**config.mk**
```make
export PLATFORM = sky130hd
export DESIGN_NAME = prod_accumulator_flat
export DESIGN_NICKNAME = d
export VERILOG_FILES = /design/src/rtl/prod_accumulator_if.sv /design/src/rtl/prod_accumulator.sv /design/src/flat_wrapper.sv
export SDC_FILE = /design/constraint.sdc
export NUM_CORES = 1
export LEC_CHECK = 0
export CAP_MARGIN = 20
export CORE_MARGIN = 2
export CORE_UTILIZATION = 35
export DETAILED_ROUTE_END_ITERATION = 8
export REMOVE_ABC_BUFFERS = 1
export SLEW_MARGIN = 20
export SYNTH_ARGS = -nofsm -noshare
export SYNTH_HDL_FRONTEND = slang
export SYNTH_SLANG_ARGS = --single-unit
export TNS_END_PERCENT = 5
```
**constraint.sdc**
```tcl
create_clock -name clk -period 2.6 [get_ports clk]
set_input_delay 0.39 -clock clk [delete_from_list [all_inputs] [get_ports clk]]
set_output_delay 0.39 -clock clk [all_outputs]
set_load 0.01 [all_outputs]
```
**src/rtl/prod_accumulator_if.sv**
```systemverilog
// ----------------------------------------------------------------------------
// prod_accumulator_if
// Handshake bundle between a product source, the accumulator and the result
// consumer.
//   in_valid / in_ready / in_prod / in_last : product stream into the block
//   out_valid / out_ready / out_sum / out_count / out_ovf : group result stream
// Modports:
//   master : the environment side (drives products, accepts results)
//   slave  : the accumulator side
// ----------------------------------------------------------------------------
interface prod_accumulator_if #(
    parameter int PROD_W = 8,
    parameter int ACC_W  = 16,
    parameter int CNT_W  = 5
);
    logic              in_valid;
    logic              in_ready;
    logic [PROD_W-1:0] in_prod;
    logic              in_last;

    logic              out_valid;
    logic              out_ready;
    logic [ACC_W-1:0]  out_sum;
    logic [CNT_W-1:0]  out_count;
    logic              out_ovf;

    modport master (
        output in_valid, in_prod, in_last, out_ready,
        input  in_ready, out_valid, out_sum, out_count, out_ovf
    );

    modport slave (
        input  in_valid, in_prod, in_last, out_ready,
        output in_ready, out_valid, out_sum, out_count, out_ovf
    );
endinterface

```
**src/rtl/prod_accumulator.sv**
```systemverilog
// ----------------------------------------------------------------------------
// prod_accumulator
// Streaming accumulator sitting behind the array multiplier. Products arrive
// one per cycle over a valid/ready handshake and are summed into a wider
// accumulator; a group closes on in_last or after MAX_TERMS products, and the
// sum, term count and overflow flag are then presented on the result
// handshake until the consumer takes them.
// Ports:
//   clk    : rising-edge clock
//   rst_n  : synchronous active-low reset
//   bus    : prod_accumulator_if.slave (product input + result output)
//   busy   : a group is partially accumulated or a result is pending
// ----------------------------------------------------------------------------
module prod_accumulator #(
    parameter int PROD_W    = 8,
    parameter int ACC_W     = 16,
    parameter int MAX_TERMS = 16,
    parameter bit SATURATE  = 1'b1,
    localparam int CNT_W    = $clog2(MAX_TERMS + 1)
) (
    input  logic                     clk,
    input  logic                     rst_n,
    prod_accumulator_if.slave        bus,
    output logic                     busy
);
    typedef enum logic {
        ST_ACC = 1'b0,
        ST_OUT = 1'b1
    } state_t;

    state_t             state_q,     state_d;
    logic [ACC_W-1:0]   acc_q,       acc_d;
    logic [CNT_W-1:0]   cnt_q,       cnt_d;
    logic               ovf_q,       ovf_d;
    logic               out_valid_q, out_valid_d;
    logic [ACC_W-1:0]   out_sum_q,   out_sum_d;
    logic [CNT_W-1:0]   out_count_q, out_count_d;
    logic               out_ovf_q,   out_ovf_d;

    logic               accept;
    logic               close;
    logic [ACC_W:0]     sum_w;
    logic [ACC_W-1:0]   acc_add;
    logic               ovf_add;
    logic [CNT_W-1:0]   cnt_inc;

    // One extra bit on the adder exposes the carry used as the overflow flag.
    assign sum_w   = {1'b0, acc_q} + (ACC_W+1)'(bus.in_prod);
    assign acc_add = (sum_w[ACC_W] && SATURATE) ? {ACC_W{1'b1}} : sum_w[ACC_W-1:0];
    assign ovf_add = ovf_q | sum_w[ACC_W];
    assign cnt_inc = cnt_q + CNT_W'(1);

    assign accept = bus.in_valid & (state_q == ST_ACC);
    assign close  = accept & (bus.in_last | (cnt_inc == CNT_W'(MAX_TERMS)));

    always_comb begin
        state_d     = state_q;
        acc_d       = acc_q;
        cnt_d       = cnt_q;
        ovf_d       = ovf_q;
        out_valid_d = out_valid_q;
        out_sum_d   = out_sum_q;
        out_count_d = out_count_q;
        out_ovf_d   = out_ovf_q;

        case (state_q)
            ST_ACC: begin
                if (close) begin
                    // Result registers are loaded with the post-add values so
                    // the closing product is included in the reported group.
                    out_sum_d   = acc_add;
                    out_count_d = cnt_inc;
                    out_ovf_d   = ovf_add;
                    out_valid_d = 1'b1;
                    acc_d       = '0;
                    cnt_d       = '0;
                    ovf_d       = 1'b0;
                    state_d     = ST_OUT;
                end else if (accept) begin
                    acc_d = acc_add;
                    cnt_d = cnt_inc;
                    ovf_d = ovf_add;
                end
            end
            ST_OUT: begin
                // No bypass: input stays stalled for the handshake cycle.
                if (bus.out_ready) begin
                    out_valid_d = 1'b0;
                    state_d     = ST_ACC;
                end
            end
            default: state_d = ST_ACC;
        endcase
    end

    always_ff @(posedge clk) begin
        if (!rst_n) begin
            state_q     <= ST_ACC;
            acc_q       <= '0;
            cnt_q       <= '0;
            ovf_q       <= 1'b0;
            out_valid_q <= 1'b0;
            out_sum_q   <= '0;
            out_count_q <= '0;
            out_ovf_q   <= 1'b0;
        end else begin
            state_q     <= state_d;
            acc_q       <= acc_d;
            cnt_q       <= cnt_d;
            ovf_q       <= ovf_d;
            out_valid_q <= out_valid_d;
            out_sum_q   <= out_sum_d;
            out_count_q <= out_count_d;
            out_ovf_q   <= out_ovf_d;
        end
    end

    assign bus.in_ready  = (state_q == ST_ACC);
    assign bus.out_valid = out_valid_q;
    assign bus.out_sum   = out_sum_q;
    assign bus.out_count = out_count_q;
    assign bus.out_ovf   = out_ovf_q;
    assign busy          = (cnt_q != '0) | (state_q == ST_OUT);

endmodule
```
**src/flat_wrapper.sv**
```systemverilog
// flat-port wrapper written by rule: the top's interface ports become plain ports
module prod_accumulator_flat 
#(
    parameter int PROD_W    = 8,
    parameter int ACC_W     = 16,
    parameter int MAX_TERMS = 16,
    parameter bit SATURATE  = 1'b1,
    localparam int CNT_W    = $clog2(MAX_TERMS + 1)
)
  (clk, rst_n, busy, bus_in_valid, bus_in_prod, bus_in_last, bus_out_ready, bus_in_ready, bus_out_valid, bus_out_sum, bus_out_count, bus_out_ovf);
  prod_accumulator_if #(.PROD_W(PROD_W), .ACC_W(ACC_W)) bus_i ();
  input  logic clk;
  input  logic rst_n;
  output logic busy;
  input wire logic [$bits(bus_i.in_valid)-1:0] bus_in_valid;
  input wire logic [$bits(bus_i.in_prod)-1:0] bus_in_prod;
  input wire logic [$bits(bus_i.in_last)-1:0] bus_in_last;
  input wire logic [$bits(bus_i.out_ready)-1:0] bus_out_ready;
  output wire logic [$bits(bus_i.in_ready)-1:0] bus_in_ready;
  output wire logic [$bits(bus_i.out_valid)-1:0] bus_out_valid;
  output wire logic [$bits(bus_i.out_sum)-1:0] bus_out_sum;
  output wire logic [$bits(bus_i.out_count)-1:0] bus_out_count;
  output wire logic [$bits(bus_i.out_ovf)-1:0] bus_out_ovf;
  assign bus_i.in_valid = bus_in_valid;
  assign bus_i.in_prod = bus_in_prod;
  assign bus_i.in_last = bus_in_last;
  assign bus_i.out_ready = bus_out_ready;
  assign bus_in_ready = bus_i.in_ready;
  assign bus_out_valid = bus_i.out_valid;
  assign bus_out_sum = bus_i.out_sum;
  assign bus_out_count = bus_i.out_count;
  assign bus_out_ovf = bus_i.out_ovf;
  prod_accumulator #(.PROD_W(PROD_W), .ACC_W(ACC_W), .MAX_TERMS(MAX_TERMS), .SATURATE(SATURATE)) u_core (.clk(clk), .rst_n(rst_n), .bus(bus_i), .busy(busy));
endmodule
```
### Word level (Yosys, flattened, before mapping)

Cells that the tools add are included.

| storage, ports and cells | value |
|---|---|
| bits in registers | 46 |
| input port bits | 13 |
| output and inout port bits | 25 |
| logic and storage cells | 37 |

| cells by class | value |
|---|---|
| add/subtract/negate cells | 2 |
| equal/unequal tests | 3 |
| muxes and demuxes | 13 |
| bitwise gates (word level) | 6 |
| reduce and logical (&&, ||, !) cells | 5 |

Operators with widths:

| cell | number |
|---|---|
| 16-bit 2-to-1 mux | 3 |
| 16-bit by 8-bit adder with 17-bit output | 1 |
| 5-bit 2-to-1 mux | 2 |
| 1-bit 2-to-1 mux | 6 |
| 2-bit AND reduction | 3 |
| 5-bit by 1-bit adder with 5-bit output (second input constant) | 1 |
| 5-bit equality test (second input constant) | 1 |
| 5-bit nonzero test | 1 |
| 1-bit case mux with 2 select lines | 2 |
| 1-bit bitwise OR | 3 |
| 1-bit bitwise AND | 2 |
| 2-bit by 1-bit inequality test with 1-bit output (second input constant) | 1 |
| 2-bit inequality test (second input constant) | 1 |
| 2-bit nonzero test | 1 |
| 1-bit inverter | 1 |

### Depth between registers and ports, before layout

Gate-level depths: netlist (run 1).

| logic depth | value |
|---|---|
| word-level depth | 6 |
| gate-level depth with buffers | 8 |
| gate-level depth less buffers | 7 |

### Worst setup path after synthesis (run 1)

OpenSTA, ideal clock, no wires.

| timing path | value |
|---|---|
| path kind | in2reg |
| start point | in bus_in_prod[0] |
| end point | reg u_core.out_sum_q[14], in the netlist u_core.bus.out_sum[14] |
| arrival time | 2.039 ns |
| required time | 2.467 ns |
| slack | 0.428 ns |
| stages on the path | 7 |
| cell sequence | ha_1 fa_1 a211oi_1 or3_4 nand2_1 a31oi_1 o32ai_2 |

| between the ends | value |
|---|---|
| word-level cells in the longest chain between the ends | 2 |

Ends and longest elaborated chain:

| item | RTL line | source |
|---|---|---|
| start, declared | flat_wrapper.sv:16 | `input wire logic [$bits(bus_i.in_prod)-1:0] bus_in_prod;` |
| 16-bit by 8-bit adder with 17-bit output | prod_accumulator.sv:48 | `assign sum_w = {1'b0, acc_q} + (ACC_W+1)'(bus.in_prod);` |
| 16-bit 2-to-1 mux | prod_accumulator.sv:49 | `assign acc_add = (sum_w[ACC_W] && SATURATE) ? {ACC_W{1'b1}} : sum_w[ACC_W-1:0];` |
| end signal, assigned | prod_accumulator.sv:112 | `out_sum_q <= out_sum_d;` |
| end, declared | prod_accumulator.sv:36 | `logic [ACC_W-1:0] out_sum_q, out_sum_d;` |

No other way between the ends.
A chain may end at the register's enable or synchronous reset.

### Worst setup path after layout (run 1)

| timing path | value |
|---|---|
| start point | reg u_core.cnt_q[1] |
| end point | reg u_core.out_sum_q[3], in the netlist u_core.bus.out_sum[3] |

| between the ends | value |
|---|---|
| word-level cells in the longest chain between the ends | 5 |

Ends and longest elaborated chain:

| item | RTL line | source |
|---|---|---|
| start, declared | prod_accumulator.sv:33 | `logic [CNT_W-1:0] cnt_q, cnt_d;` |
| start signal, assigned | prod_accumulator.sv:109 | `cnt_q <= cnt_d;` |
| 5-bit by 1-bit adder with 5-bit output | prod_accumulator.sv:51 | `assign cnt_inc = cnt_q + CNT_W'(1);` |
| 5-bit equality test | prod_accumulator.sv:54 | `assign close = accept & (bus.in_last \| (cnt_inc == CNT_W'(MAX_TERMS)));` |
| 1-bit bitwise OR | prod_accumulator.sv:54 |  |
| 1-bit bitwise AND | prod_accumulator.sv:54 |  |
| 2-bit AND reduction (no line) | -- |  |

No other way between the ends.

==> impl_results.md, run 1 <==
- N_diodes: 0
- DRC: 0
- Max_cap viols: 0
- Port bufs: 37
- Worst-path clk slew: 0.08 ns
- Bufs on Longest Clock Path: 2
- Synth Instances: 308
- Top FF cell, synth: dfxtp_1
- Cell row count: 31
- Number of setup buffers added after CTS: 0
- Detail Route Antenna Nets: 0
- WL final: 6310 um
- Final WS setup: 0.197 ns
- Maximum VDD drop: 0.000186 V
- Die Ht: 90.1 um
- Storage cell area: 921 um^2
- Yosys reg bits: 46
- Total Routing Usage GR: 15.9%
- WL/cell: 14.0 um
- Area taken by multi-input logic gates: 0.00150 mm^2
- Via count: 2383
- Initial antenna violation count: 0
- Layout fillers: 734
- Max-slew headroom: 55.4%
- Final Slew Violations: 0
- Final count of hold timing violations: 0
- Largest net degree at the start of global routing: 30
- Syn_area_per_cell: 8.42 um^2
- First-pass GRT wire length: 10800 um
- Most frequent cells in the layout: dfxtp_1 (46), a21oi_1 (44), clkdlybuf4s50_1 (37), nand2_1 (26), o21ai_0 (26)
- Resized cells post-CTS: 0
- Io pins: 38
- CTS sink count: 46
- Post-synth EDFFs: 0
- Core area: 0.00721 mm^2
- Clk Latency, worst-skew pair: 0.30 ns
- Commonest non-fill, non-tap cell in the layout: dfxtp_1
- Die W: 90.1 um
- Leading area contributor after synthesis: dfxtp_1
- Synth Cell Area: 0.00259 mm^2
- Measured slew at the worst slew-check pin: 0.669 ns
- GR Overflow Total: 0
- Min cycle time layout: 2.40 ns
- Worst clock skew: 0.00556 ns
- Pre-antenna DRT Iters: 4
- RSZ-0062 raised after global routing: false
- Critical path class: flip-flop to flip-flop
- Hpwl dp: 4450 um
- Hold-fix buffers at CTS: 0
- CTS tree: built
- PD cells: 475 mW/mm^2
- Reg-to-reg setup timing slack: 0.20 ns
- Vias per inst: 5.27
- Layout cell share with drive strength beyond 1: 11.0%
- Synth top area cells: dfxtp_1 (36%), a21oi_1 (8.5%), ha_1 (5.3%)
- Final core occ: 44.7%
- Tcrit/Tclk final: 92.4%
- Max frequency: 416 MHz
- Share of the synthesized area in the top cell type: 35.5%
- Leak pwr: 1.12 nW
- # setup viols final: 0
- Register area share after synthesis: 35.5%
- Startpoint types: flip-flop
- Status: completed
- CTS H-Tree Depth: 2
- Hold WC Path Type: flip-flop to flip-flop
- Initial DRC Count: 127
- Die ar.: 0.00811 mm^2
- Crit path max fanout: 15
- Synth unique cells: 56
- Root buf cell: clkbuf_8
- Initial Util: 35.9%
- Critical path arrival: 2.58 ns
- WP data required: 2.77 ns
- Critical Path End Type: flip-flop
- Ys async rst share: 0%
- Final-stage net count: 377
- Warnings from Yosys: 0
- Worst Setup Slack post-DPL: -0.0623 ns
- Layout area overhead: 24.4%
- GP Congestion: 0.909
- TritonCTS Buffers: 5
- Vias in the first global route: 2272
==> final timing paths <==
path                            cells past startpoint                    startpoint                                  to
worst max-delay path                                7  u_core.cnt_q[1]$_SDFFE_PN0P_  u_core.bus.out_sum[3]$_SDFFE_PN0P_
worst min-delay path                                2  u_core.acc_q[5]$_SDFFE_PN0P_        u_core.acc_q[5]$_SDFFE_PN0P_
worst max register to register                      7  u_core.cnt_q[1]$_SDFFE_PN0P_  u_core.bus.out_sum[3]$_SDFFE_PN0P_
worst min register to register                      2  u_core.acc_q[5]$_SDFFE_PN0P_        u_core.acc_q[5]$_SDFFE_PN0P_
==> cell type report <==
| cell class | instances | area share (%) |
|---|---|---|
| clock inverters | 1 | 0.155 |
| well taps | 99 | 3.84 |
| multi-input cells | 232 | 46.6 |
| clock buffers | 7 | 2.68 |
| flip-flops and latches | 46 | 28.6 |
| repair buffers | 58 | 17.2 |
| inverters | 9 | 1.05 |
==> metrics by stage <==
| step | std cells | power, W | cell area (um^2) | hold slack (ns) | setup TNS [ns] |
|---|---|---|---|---|---|
| floorplan | 287 | 0.000945 | 2460 | 0.440 | 0 |
| global placement | 444 | 0.00109 | 3130 | 0.446 | -0.514 |
| detailed placement | 444 | 0.00110 | 3130 | 0.452 | -0.276 |
| CTS | 452 | 0.00156 | 3220 | 0.464 | 0 |
| global route | 452 | 0.00161 | 3220 | 0.488 | 0 |
| finish | 452 | 0.00153 | 3220 | 0.461 | 0 |
==> cell usage after synthesis (all sizes together), types with 4 or more instances <==
cell type,n
dfxtp,46
a21oi,44
o21ai,41
nand2,26
nor2,17
buf,12
ha,11
clkbuf,9
inv,9
nand3,9
xor2,9
a211oi,8
a31oi,6
nor3,5
xnor2,5
o22ai,4
==> report_power, final <==
group | internal, W | switching, W
registers | 0.000739 | 0.0000189
logic | 0.000153 | 0.000170
clock network | 0.000215 | 0.000237
==> registers in the layout (all words and copies together) (netlist names) <==
| name | flops |
|---|---|
| u_core.bus.out_sum | 16 |
| u_core.bus.out_ovf | 1 |
| u_core.ovf_q | 1 |
| u_core.bus.out_valid | 1 |
| u_core.state_q | 1 |
| u_core.cnt_q | 5 |
| u_core.bus.out_count | 5 |
| u_core.acc_q | 16 |
==> routing by layer <==
metal	vias to the layer above	track usage [%]	share of wire (%)
met4	0	4.74	1.3
met2	44	26.4	44
met1	1107	21.3	50
met5	-	0	0
li1	1224	-	-
met3	8	2.60	3.9
==> cell families (layout without fill, tap and decap cells) <==
group / Yosys count / in the layout / synth area share, %
fa+ha+maj: 12 / 12 / 6.08
compound gates: 129 / 129 / 31.8
buf+inv: 30 / 75 / 6.56
mux: 1 / 1 / 0.386
xor+xnor: 14 / 14 / 4.73
simple gates: 76 / 76 / 14.9
flops: 46 / 46 / 35.5
==> critical path: stages, from the launching register on <==
cell and delay [ns]:
dfxtp_1 0.37, ha_1 0.28, or4b_1 0.49, o32a_2 0.23
and3_1 0.38, buf_4 0.29, o21ai_0 0.15, a21oi_1 0.08
Note: power is estimated with default switching activity, not from simulation.
==> inputs of run 2 (changes only) <==
clock period = 2 ns   (was 2.6 ns; I/O delays follow)
==> run 2 against run 1 <==
The flow now finishes with violations (negative setup slack). Critical path depth shrank 1. First-iteration DRC count decreased by 19%. Sequential share of layout area down 4.5 points. Worst setup slack lost 0.20 ns. Clock-buffer cell count shrank 1. Cell area up 19%. Combinational power increased by 66%. Via count grew 9.1%. Largest cell class unchanged.
==> impl_results.md, run 2 (synthesized netlist as in run 1, its figures left out) <==
- Status: finished, violations left (was completed)
- Failing checks: negative setup slack
- Pre-antenna DRT Iters: 4 (unchanged)
- Initial DRC Count: 103 (was 127)
- Most frequent cells in the layout: buf_4 (53), a21oi_1 (41), dfxtp_1 (40), clkdlybuf4s50_1 (28), nand2_1 (25) (was dfxtp_1 (46), a21oi_1 (44), clkdlybuf4s50_1 (37), nand2_1 (26), o21ai_0 (26))
- Total Routing Usage GR: 18.6% (was 15.9%)
- Hpwl dp: 4920 um (was 4450 um)
- Slowest cell delay on critical path: 0.51 ns (was 0.49 ns)
- Measured slew at the worst slew-check pin: 0.497 ns (was 0.669 ns)
- Finished Layout Cells: 494 (was 452)
- Worst clock skew: 0.00446 ns (was 0.00556 ns)
- Die W: 90.1 um (unchanged)
- Die Ht: 90.1 um (unchanged)
- CP cell instances: ha_4 > or4b_4 > o32a_4 > and3_4 > nor3_4 > a21oi_1 (was ha_1 > or4b_1 > o32a_2 > and3_1 > buf_4 > o21ai_0 > a21oi_1)
- WP buf/inv: 0 (was 1)
- Via count: 2600 (was 2383)
- Die ar.: 0.00811 mm^2 (unchanged)
- WL/cell: 14.9 um (was 14.0 um)
- Top Usage Layer GRT: met2 (unchanged)
- Final-stage net count: 419 (was 377)
- Io pins: 38 (unchanged)
- Max-slew headroom: 66.5% (was 55.4%)
- # setup viols final: 2 (was 0)
- WL final: 7350 um (was 6310 um)
- Final Slew Violations: 0 (unchanged)
- Final WS setup: -0.00276 ns (was 0.197 ns)
- Worst hold margin: 0.477 ns (was 0.461 ns)
- Core area: 0.00721 mm^2 (unchanged)
- Max_cap viols: 0 (unchanged)
- Max frequency: 499 MHz (was 416 MHz)
- Met3 usage: 2.26% (was 2.60%)
- Hold WC Path Type: flip-flop to flip-flop (unchanged)
- Worst-path clk slew: 0.08 ns (about the same)
- GR Overflow Total: 0 (unchanged)
- Detail Route Antenna Nets: 0 (unchanged)
- GR met1 Demand/Resource: 23.6% (was 21.3%)
- WP data required: 2.18 ns (was 2.77 ns)
- PD cells: 546 mW/mm^2 (was 475 mW/mm^2)
- Layout fillers: 677 (was 734)
- Met2 global-route usage: 32.1% (was 26.4%)
- Crit path max-delay family: simple AND/OR/NAND/NOR gates (unchanged)
- Post-route setup TNS: -0.00428 ns (was 0 ns)
- N_diodes: 0 (unchanged)
- Vias in the first global route: 2672 (was 2272)
- Inst Count DP: 479 (was 444)
- First-pass GRT wire length: 12600 um (was 10800 um)
- Vias per inst: 5.26 (was 5.27)
- CTS tree: built (unchanged)
- Storage cell area: 928 um^2 (was 921 um^2)
- Maximum VDD drop: 0.000304 V (was 0.000186 V)
- Bufs on Longest Clock Path: 2 (unchanged)
- Critical path arrival: 2.19 ns (was 2.58 ns)
- Clk Latency, worst-skew pair: 0.30 ns (about the same)
- Port bufs: 37 (unchanged)
- GP Congestion: 0.880 (was 0.909)
- Critical path class: flip-flop to flip-flop (unchanged)
- Initial antenna violation count: 0 (unchanged)
- Root buf cell: clkbuf_8 (unchanged)
- Worst Setup Slack post-DPL: -0.582 ns (was -0.0623 ns)
- Crit path max fanout: 6 (was 15)
- CTS H-Tree Depth: 2 (unchanged)
- DRC: 0 (unchanged)
- TritonCTS Buffers: 5 (unchanged)
- Critical Path Slowest Stage Cell: or4b_4 (was or4b_1)
- RSZ-0062 raised after global routing: true (was false)
- Commonest non-fill, non-tap cell in the layout: buf_4 (was dfxtp_1)
- Initial Util: 35.9% (unchanged)
- Min cycle time layout: 2.00 ns (was 2.40 ns)
- Tcrit/Tclk final: 100% (was 92.4%)
- Largest net degree at the start of global routing: 32 (was 30)
- Critical Path End Type: flip-flop (unchanged)
- Layout area overhead: 48.6% (was 24.4%)
- Startpoint types: flip-flop (unchanged)
- CTS sink count: 46 (unchanged)
- Cell row count: 31 (unchanged)
- Final count of hold timing violations: 0 (unchanged)
- Layout cell share with drive strength beyond 1: 30.4% (was 11.0%)
- Area taken by multi-input logic gates: 0.00175 mm^2 (was 0.00150 mm^2)
- Leak pwr: 1.39 nW (was 1.12 nW)
## run 2: cell count changes in the layout (fill, tap and decap cells not counted), sizes merged
cell	before	now
and3	1	2
buf	21	62
dlygate4sd2	0	7
clkinv	1	2
clkbuf	7	6
dlymetal6s2s	0	2
clkdlybuf4s50	37	28
## run 2: worst reg2reg max path: stages, from the launching register on
cell	delay, ns
dfxtp_2	0.34
ha_4	0.15
or4b_4	0.51
o32a_4	0.26
and3_4	0.22
nor3_4	0.29
a21oi_1	0.11
## run 2: worst paths after layout
| path | from | end | slack, ns | cells past startpoint |
|---|---|---|---|---|
| worst max register to register | u_core.cnt_q[0]$_SDFFE_PN0P_ | u_core.bus.out_sum[9]$_SDFFE_PN0P_ | -0.003 | 6 |
| worst max-delay path | u_core.cnt_q[0]$_SDFFE_PN0P_ | u_core.bus.out_sum[9]$_SDFFE_PN0P_ | -0.003 | 6 |
| worst min-delay path | u_core.bus.out_count[1]$_SDFFE_PN0P_ | u_core.bus.out_count[1]$_SDFFE_PN0P_ | 0.48 | 2 |
| worst min register to register | u_core.bus.out_count[1]$_SDFFE_PN0P_ | u_core.bus.out_count[1]$_SDFFE_PN0P_ | 0.48 | 2 |
## run 2: report_power, final
part           switching (W)  internal, W  leakage (nW)  total (W)
clock network       0.000327     0.000247        0.0452   0.000574
logic               0.000262     0.000274         0.965   0.000536
registers          0.0000284     0.000962         0.378   0.000990
total               0.000618      0.00148          1.39    0.00210
## run 2: through the flow
step | area (um^2) | total power (W) | util (%)
2_1_floorplan | 2460 | 0.00123 | -
4_1_cts | 3780 | 0.00211 | 52.4
3_3_place_gp | 3430 | 0.00148 | 47.6
3_5_place_dp | 3430 | 0.00149 | 47.6
5_1_grt | 3850 | 0.00222 | 53.4
6_report | 3850 | 0.00210 | 53.4
## run 2: layout make-up
cell class / count / share of cell area [%]
repair buffers: 99 / 24.2
clock buffers: 6 / 1.88
clock inverters: 2 / 0.357
well taps: 99 / 3.22
flip-flops and latches: 46 / 24.1
inverters: 9 / 0.877
multi-input cells: 233 / 45.3
## run 2: routing by layer
metal / part of all wire (%) / up-vias
li1: - / 1297
met4: 1.8 / 0
met1: 47 / 1246
met2: 48 / 43
met5: 0 / -
met3: 3.4 / 14
## run 2: repair_timing
action                                  CTS  global route
resized for setup                        54            19
pin swaps                                20             9
endpoints found under the setup margin   38            42
hold buffers                              0             0
cloned                                    3             0
setup buffers                             6             1
